==> config.mk <==
export PLATFORM = sky130hd
export DESIGN_NAME = rx_sync_ctrl
export DESIGN_NICKNAME = d
export VERILOG_FILES = /design/src/rtl/rx_sync_ctrl_pkg.sv /design/src/rtl/rx_sync_ctrl_cg_classify.sv /design/src/rtl/rx_sync_ctrl.sv
export SDC_FILE = /design/constraint.sdc
export NUM_CORES = 1
export LEC_CHECK = 0
export ABC_AREA = 1
export CORE_ASPECT_RATIO = 0.9
export CORE_UTILIZATION = 55
export CTS_BUF_LIST = sky130_fd_sc_hd__clkbuf_16
export CTS_CLUSTER_SIZE = 30
export DETAILED_ROUTE_END_ITERATION = 12
export PLACE_DENSITY = 0.89
export SLEW_MARGIN = 20
export SYNTH_ARGS = -nofsm -noshare
export SYNTH_HDL_FRONTEND = slang
export SYNTH_SLANG_ARGS = --single-unit
==> constraint.sdc <==
create_clock -name clk -period 2.5 [get_ports clk]
set_input_delay 0.5 -clock clk [delete_from_list [all_inputs] [get_ports clk]]
set_output_delay 0.5 -clock clk [all_outputs]
set_load 0.02 [all_outputs]
==> src/rtl/rx_sync_ctrl_pkg.sv <==
// Shared 8b/10b code-group constants and sync FSM state encodings for the receive sync block.
package rx_sync_ctrl_pkg;

  localparam logic [3:0] ST_LOSS_OF_SYNC     = 4'd0;
  localparam logic [3:0] ST_COMMA_DETECT_1   = 4'd1;
  localparam logic [3:0] ST_ACQUIRE_SYNC_1   = 4'd2;
  localparam logic [3:0] ST_COMMA_DETECT_2   = 4'd3;
  localparam logic [3:0] ST_ACQUIRE_SYNC_2   = 4'd4;
  localparam logic [3:0] ST_COMMA_DETECT_3   = 4'd5;
  localparam logic [3:0] ST_SYNC_ACQUIRED_1  = 4'd6;
  localparam logic [3:0] ST_SYNC_ACQUIRED_2  = 4'd7;
  localparam logic [3:0] ST_SYNC_ACQUIRED_2A = 4'd8;
  localparam logic [3:0] ST_SYNC_ACQUIRED_3  = 4'd9;
  localparam logic [3:0] ST_SYNC_ACQUIRED_3A = 4'd10;
  localparam logic [3:0] ST_SYNC_ACQUIRED_4  = 4'd11;
  localparam logic [3:0] ST_SYNC_ACQUIRED_4A = 4'd12;

  // Code-groups are abcdei_fghj with 'a' in bit 9.
  localparam logic [9:0] K28_5_NEG = 10'h0FA;
  localparam logic [9:0] K28_5_POS = 10'h305;

  // Control code-groups accepted as valid: K28.5, K23.7, K27.7, K29.7 in both disparities.
  localparam int K_NUM = 8;
  localparam logic [9:0] K_LIST [K_NUM] = '{
    10'h0FA, 10'h305, 10'h3A8, 10'h057, 10'h368, 10'h097, 10'h2E8, 10'h117
  };

  // 6b sub-block lookup: legal as RD- form, legal as RD+ form, and its 5b value.
  typedef struct packed {
    logic       in_n;
    logic       in_p;
    logic [4:0] x;
  } d6_t;

  localparam logic [1:0] D6_N = 2'b10;
  localparam logic [1:0] D6_P = 2'b01;
  localparam logic [1:0] D6_B = 2'b11;

  function automatic d6_t d6_lookup(input logic [5:0] s6);
    d6_t r;
    r = '0;
    case (s6)
      6'b100111: r = {D6_N, 5'd0};   6'b011000: r = {D6_P, 5'd0};
      6'b011101: r = {D6_N, 5'd1};   6'b100010: r = {D6_P, 5'd1};
      6'b101101: r = {D6_N, 5'd2};   6'b010010: r = {D6_P, 5'd2};
      6'b110001: r = {D6_B, 5'd3};
      6'b110101: r = {D6_N, 5'd4};   6'b001010: r = {D6_P, 5'd4};
      6'b101001: r = {D6_B, 5'd5};
      6'b011001: r = {D6_B, 5'd6};
      6'b111000: r = {D6_N, 5'd7};   6'b000111: r = {D6_P, 5'd7};
      6'b111001: r = {D6_N, 5'd8};   6'b000110: r = {D6_P, 5'd8};
      6'b100101: r = {D6_B, 5'd9};
      6'b010101: r = {D6_B, 5'd10};
      6'b110100: r = {D6_B, 5'd11};
      6'b001101: r = {D6_B, 5'd12};
      6'b101100: r = {D6_B, 5'd13};
      6'b011100: r = {D6_B, 5'd14};
      6'b010111: r = {D6_N, 5'd15};  6'b101000: r = {D6_P, 5'd15};
      6'b011011: r = {D6_N, 5'd16};  6'b100100: r = {D6_P, 5'd16};
      6'b100011: r = {D6_B, 5'd17};
      6'b010011: r = {D6_B, 5'd18};
      6'b110010: r = {D6_B, 5'd19};
      6'b001011: r = {D6_B, 5'd20};
      6'b101010: r = {D6_B, 5'd21};
      6'b011010: r = {D6_B, 5'd22};
      6'b111010: r = {D6_N, 5'd23};  6'b000101: r = {D6_P, 5'd23};
      6'b110011: r = {D6_N, 5'd24};  6'b001100: r = {D6_P, 5'd24};
      6'b100110: r = {D6_B, 5'd25};
      6'b010110: r = {D6_B, 5'd26};
      6'b110110: r = {D6_N, 5'd27};  6'b001001: r = {D6_P, 5'd27};
      6'b001110: r = {D6_B, 5'd28};
      6'b101110: r = {D6_N, 5'd29};  6'b010001: r = {D6_P, 5'd29};
      6'b011110: r = {D6_N, 5'd30};  6'b100001: r = {D6_P, 5'd30};
      6'b101011: r = {D6_N, 5'd31};  6'b010100: r = {D6_P, 5'd31};
      default:   r = '0;
    endcase
    return r;
  endfunction

  function automatic logic is_sync_acquired(input logic [3:0] st);
    return st inside {ST_SYNC_ACQUIRED_1, ST_SYNC_ACQUIRED_2, ST_SYNC_ACQUIRED_2A,
                      ST_SYNC_ACQUIRED_3, ST_SYNC_ACQUIRED_3A, ST_SYNC_ACQUIRED_4,
                      ST_SYNC_ACQUIRED_4A};
  endfunction

endpackage

==> src/rtl/rx_sync_ctrl_cg_classify.sv <==
// Combinational code-group classifier: comma, data and cgbad from SUDI and the current EVEN.
// Zero latency, no flow control.
module cg_classify
  import rx_sync_ctrl_pkg::*;
(
  input  logic [9:0] sudi,
  input  logic       even,
  output logic       comma,
  output logic       data,
  output logic       cgbad
);

  d6_t        s6;
  logic [3:0] f4;
  logic [2:0] ones6;
  logic       mid_neg, mid_pos, a7_neg, a7_pos, ok4_neg, ok4_pos, kcode;

  always_comb begin
    s6    = d6_lookup(sudi[9:4]);
    f4    = sudi[3:0];
    ones6 = 3'($countones(sudi[9:4]));
    // Running disparity between the sub-blocks, for each legal starting disparity.
    mid_neg = (s6.in_n && ones6 == 3'd3) || (s6.in_p && ones6 == 3'd2);
    mid_pos = (s6.in_n && ones6 == 3'd4) || (s6.in_p && ones6 == 3'd3);
    a7_neg  = s6.x inside {5'd17, 5'd18, 5'd20};
    a7_pos  = s6.x inside {5'd11, 5'd13, 5'd14};

    ok4_neg = 1'b0;
    case (f4)
      4'b1011, 4'b1001, 4'b0101, 4'b1100,
      4'b1101, 4'b1010, 4'b0110: ok4_neg = 1'b1;
      4'b1110:                   ok4_neg = !a7_neg;
      4'b0111:                   ok4_neg = a7_neg;
      default:                   ok4_neg = 1'b0;
    endcase

    ok4_pos = 1'b0;
    case (f4)
      4'b0100, 4'b1001, 4'b0101, 4'b0011,
      4'b0010, 4'b1010, 4'b0110: ok4_pos = 1'b1;
      4'b0001:                   ok4_pos = !a7_pos;
      4'b1000:                   ok4_pos = a7_pos;
      default:                   ok4_pos = 1'b0;
    endcase

    kcode = 1'b0;
    for (int i = 0; i < K_NUM; i++) begin
      if (sudi == K_LIST[i]) kcode = 1'b1;
    end

    data  = (mid_neg && ok4_neg) || (mid_pos && ok4_pos);
    comma = (sudi == K28_5_NEG) || (sudi == K28_5_POS);
    cgbad = !(data || kcode) || (comma && even);
  end

endmodule

==> src/rtl/rx_sync_ctrl.sv <==
// Receive code-group synchronisation FSM: acquires comma alignment, tracks EVEN and sync_status.
// One cycle SUDI to SUDI_q/EVEN/sync_status; no backpressure, one code-group per clk.
module rx_sync_ctrl
  import rx_sync_ctrl_pkg::*;
(
  input  logic       clk,
  input  logic       mr_main_reset,
  input  logic [9:0] SUDI,
  input  logic       signal_detect,
  output logic [9:0] SUDI_q,
  output logic       EVEN,
  output logic       sync_status,
  output logic [3:0] sync_state
);

  logic [3:0] state, state_nxt, up_st, alt_st, dn_st;
  logic [1:0] good_cnt, good_cnt_nxt;
  logic       comma, data, cgbad, even_nxt;

  cg_classify u_classify (
    .sudi  (SUDI),
    .even  (EVEN),
    .comma (comma),
    .data  (data),
    .cgbad (cgbad)
  );

  always_comb begin
    up_st  = ST_SYNC_ACQUIRED_1;
    alt_st = ST_SYNC_ACQUIRED_2A;
    dn_st  = ST_SYNC_ACQUIRED_3;
    case (state)
      ST_SYNC_ACQUIRED_3, ST_SYNC_ACQUIRED_3A: begin
        up_st = ST_SYNC_ACQUIRED_2; alt_st = ST_SYNC_ACQUIRED_3A; dn_st = ST_SYNC_ACQUIRED_4;
      end
      ST_SYNC_ACQUIRED_4, ST_SYNC_ACQUIRED_4A: begin
        up_st = ST_SYNC_ACQUIRED_3; alt_st = ST_SYNC_ACQUIRED_4A; dn_st = ST_LOSS_OF_SYNC;
      end
      default: ;
    endcase
  end

  always_comb begin
    state_nxt    = state;
    good_cnt_nxt = good_cnt;
    case (state)
      ST_LOSS_OF_SYNC:   if (comma) state_nxt = ST_COMMA_DETECT_1;
      ST_COMMA_DETECT_1: state_nxt = data ? ST_ACQUIRE_SYNC_1 : ST_LOSS_OF_SYNC;
      ST_COMMA_DETECT_2: state_nxt = data ? ST_ACQUIRE_SYNC_2 : ST_LOSS_OF_SYNC;
      ST_COMMA_DETECT_3: state_nxt = data ? ST_SYNC_ACQUIRED_1 : ST_LOSS_OF_SYNC;
      ST_ACQUIRE_SYNC_1: begin
        if (cgbad) state_nxt = ST_LOSS_OF_SYNC;
        else if (comma && !EVEN) state_nxt = ST_COMMA_DETECT_2;
      end
      ST_ACQUIRE_SYNC_2: begin
        if (cgbad) state_nxt = ST_LOSS_OF_SYNC;
        else if (comma && !EVEN) state_nxt = ST_COMMA_DETECT_3;
      end
      ST_SYNC_ACQUIRED_1: begin
        if (cgbad) begin
          state_nxt    = ST_SYNC_ACQUIRED_2;
          good_cnt_nxt = '0;
        end
      end
      ST_SYNC_ACQUIRED_2, ST_SYNC_ACQUIRED_2A, ST_SYNC_ACQUIRED_3,
      ST_SYNC_ACQUIRED_3A, ST_SYNC_ACQUIRED_4, ST_SYNC_ACQUIRED_4A: begin
        if (cgbad) begin
          state_nxt    = dn_st;
          good_cnt_nxt = '0;
        end else if (good_cnt == 2'd3) begin
          state_nxt    = up_st;
          good_cnt_nxt = '0;
        end else begin
          state_nxt    = alt_st;
          good_cnt_nxt = good_cnt + 2'd1;
        end
      end
      default: state_nxt = ST_LOSS_OF_SYNC;
    endcase

    if (!signal_detect) state_nxt = ST_LOSS_OF_SYNC;
    if (state_nxt == ST_LOSS_OF_SYNC) good_cnt_nxt = '0;

    // Entering a comma-detect state pins the comma to an even position.
    even_nxt = (state_nxt inside {ST_COMMA_DETECT_1, ST_COMMA_DETECT_2, ST_COMMA_DETECT_3})
               ? 1'b1 : !EVEN;
  end

  always_ff @(posedge clk or posedge mr_main_reset) begin
    if (mr_main_reset) begin
      state    <= ST_LOSS_OF_SYNC;
      good_cnt <= '0;
      EVEN     <= 1'b0;
      SUDI_q   <= '0;
    end else begin
      state    <= state_nxt;
      good_cnt <= good_cnt_nxt;
      EVEN     <= even_nxt;
      SUDI_q   <= SUDI;
    end
  end

  assign sync_status = is_sync_acquired(state);
  assign sync_state  = state;

endmodule

==> reports/metrics.cfg <==
[sta]
fin_crit_ns = 2.95
tns_ns = -2.30
min_period_over_period = 1.18
hold_viol = 0
slew_headroom = 0.553
fmax_ghz = 0.338
setup_violations = 7
rsz0062_at_grt = yes
drv_slew = 0
setup_ws_ns = -0.454
worst_pin_slew_ns = 0.670
finClkSkew_ns = 0.00163

[clock_network]
cts_buffers = 3
cts.sinks = 17
cts_tree = yes
clkTransAtPathRegs_ns = 0.05
htree_levels = 1
clock_path_buffers = 2
root_buffer = clkbuf_16
ctsHoldBuffers = 0
clkLatencyLatePin_ns = 0.25

[power]
power_leakage_nw = 1.81
p_total_w = 0.00126
power.density_nw_per_um2 = 361
ir_drop_v = 0.000286

[setup_path]
endpoint_kind = register
cp_max_fo = 15
max_stage_delay_ns = 0.23
r2r_start = sync_state[0]
timing.rr.end = good_cnt[1]
start_kind = input pin
r2r_cells = 16
critical_path.startpoint = SUDI[8]
critical_path_required_ns = 2.68
setup.worst_path.class = input pin to register
crit_arrival_ns = 3.13
cp_common_cell = nand2_1
reg2reg_setup_slack_ns = -0.04
slowest_stage = buf_4

[logic_synthesis]
syn_area_per_cell_um2 = 6.20
yosysSeqAreaShare = 0.182
syn_area_um2 = 2340
yosysWarnings = 0
syn_nets = 414
netlist-cell-type-count = 36
synth_cells = 378
ys_ff_latch = 17

[grt]
grt_pass1_vias = 2914
grt.total_usage = 0.394
grt_pass1_wl_um = 14000
grt_max_degree = 22
grt-ovfl-total = 0
antenna_found_initial = 0

[drt]
vias = 3338
drc = 6
dr.pass1.iters = 13
routed_wl_um = 10300
ant_nets = 0
avgRoutedWirePerCell_um = 20.6
initialDrtViolationCount = 595
vias_per_cell = 6.68

[outcome]
failed_checks = design-rule violations, negative setup slack
outcome = complete, but fails checks

[layout]
layoutNonFillerInstCount = 500
finalNetCount = 489
postLayoutCoreUtil = 0.858
num_antenna_cells = 0
drive_gt1_frac = 0.365
area_delta_synth_final_pct = 49.2

[worst_hold_path]
holdPathStages = 2
min_from = SUDI[8]
hp-class = input pin to register
min_to = SUDI_q[8]

[floorplan]
io_pins = 29
fp.dieW_um = 70.8
die_area_um2 = 4530
fp.dieH_um = 63.9
core_um2 = 4070
rows = 22
initial_core_util = 0.575

[placed_design]
dpl.cell_count = 486
hpwl_um = 5340
io_buffers = 28
place_worst_setup_slack_ns = -0.986
place.gp.congestion = 0.976

[job]
drv_cap = 0

## sequential cells by signal (all words and copies together) (netlist names)
name / count
sync_state: 4
good_cnt: 2
SUDI_q: 10
EVEN: 1
## cell usage in the layout, fill, tap and decap left out, types with 2 or more instances in the layout
master / count
inv_4: 8
buf_6: 7
nand4_1: 5
nand2_2: 30
buf_8: 5
nor2_1: 26
a22o_1: 2
inv_1: 39
nand2_4: 12
buf_4: 46
nand2_1: 93
a21oi_2: 4
clkdlybuf4s50_1: 22
clkbuf_16: 3
ha_1: 10
nor2_2: 2
nand3_2: 8
ha_2: 2
nor3_2: 2
o21ai_1: 4
o211ai_1: 2
nor3_1: 6
nand3_1: 41
ha_4: 9
inv_2: 12
a21oi_1: 5
dfrtp_1: 17
o21ai_0: 8
nand3_4: 3
o21ai_2: 3
## power breakdown
| group | internal, W | total, W | switching (W) |
|---|---|---|---|
| clock | 0.000216 | 0.000335 | 0.000119 |
| sequential | 0.000286 | 0.000292 | 0.00000613 |
| combinational | 0.000255 | 0.000635 | 0.000381 |
| total | 0.000757 | 0.00126 | 0.000506 |
## stage by stage
| stage | hold slack (ns) | area (um^2) |
|---|---|---|
| final | 0.465 | 3500 |
| after global routing | 0.456 | 3500 |
| after CTS | 0.463 | 3280 |
| after detailed placement | 0.477 | 2980 |
| after global placement | 0.463 | 2980 |
| after floorplan | 0.426 | 2430 |
## worst max-delay path, delay by kind of cell
family	cells	cell delay, ns
AOI/OAI and AO/OA	3	0.30
buffers and inverters	7	0.76
and+or+nand+nor	15	1.58
## worst max path at each step
stage / end / slack (ns) / cells after the start
2_1_floorplan: good_cnt[0] / -0.23 / 22
3_3_place_gp: good_cnt[0] / -0.86 / 24
3_5_place_dp: good_cnt[0] / -0.99 / 21
4_1_cts: good_cnt[0] / -0.16 / 22
5_1_grt: EVEN / -0.63 / 21
6_report: EVEN / -0.45 / 25
## cells by family after synthesis
group	share of synthesized area
AOI/OAI and AO/OA	0.0934
xor gates and xnor gates	0.00374
adders and majority gates	0.129
buffers and inverters	0.131
DFF	0.182
and+or+nand+nor	0.461
## cell usage after synthesis (all sizes together)
library cell  number  area, um^2
o2111a             1        11.3
fa                 2        40.0
nor3               9        45.0
o211ai             2        15.0
o31ai              2        15.0
nor2              29         111
nor4               1        6.26
clkbuf             3        12.5
o21ai             15        82.6
a31oi              1        6.26
nand3             52         318
ha                21         263
nand4              5        31.3
a21oi             10        53.8
buf                8        63.8
dfrtp             17         425
o2111ai            1        8.76
nand2            135         569
xnor2              1        8.76
inv               60         230
o311ai             1        8.76
a22o               2        17.5
## metal layers
metal	wire length, um	track usage	vias up	share of wire
met5	0	0	-	0
met4	887	0.183	0	0.086
met3	1460	0.0615	124	0.14
met2	4460	0.659	385	0.43
met1	3480	0.500	1473	0.34
li1	-	-	1356	-
## layout make-up
type,instances,area [um^2]
Multi-Input combinational cell,290,1940
Timing Repair Buffer,81,739
Fill cell,197,578
Sequential cell,17,425
Inverter,60,253
Clock buffer,3,75.1
Tap cell,48,60.1
Clock inverter,1,7.51
## what timing repair did
item	in CTS	in global routing
resized for setup	77	60
gates cloned	0	0
buffers inserted	8	3
endpoints found under the setup margin	8	8
pin swaps	25	36
Power figures use the tool's default switching activity.
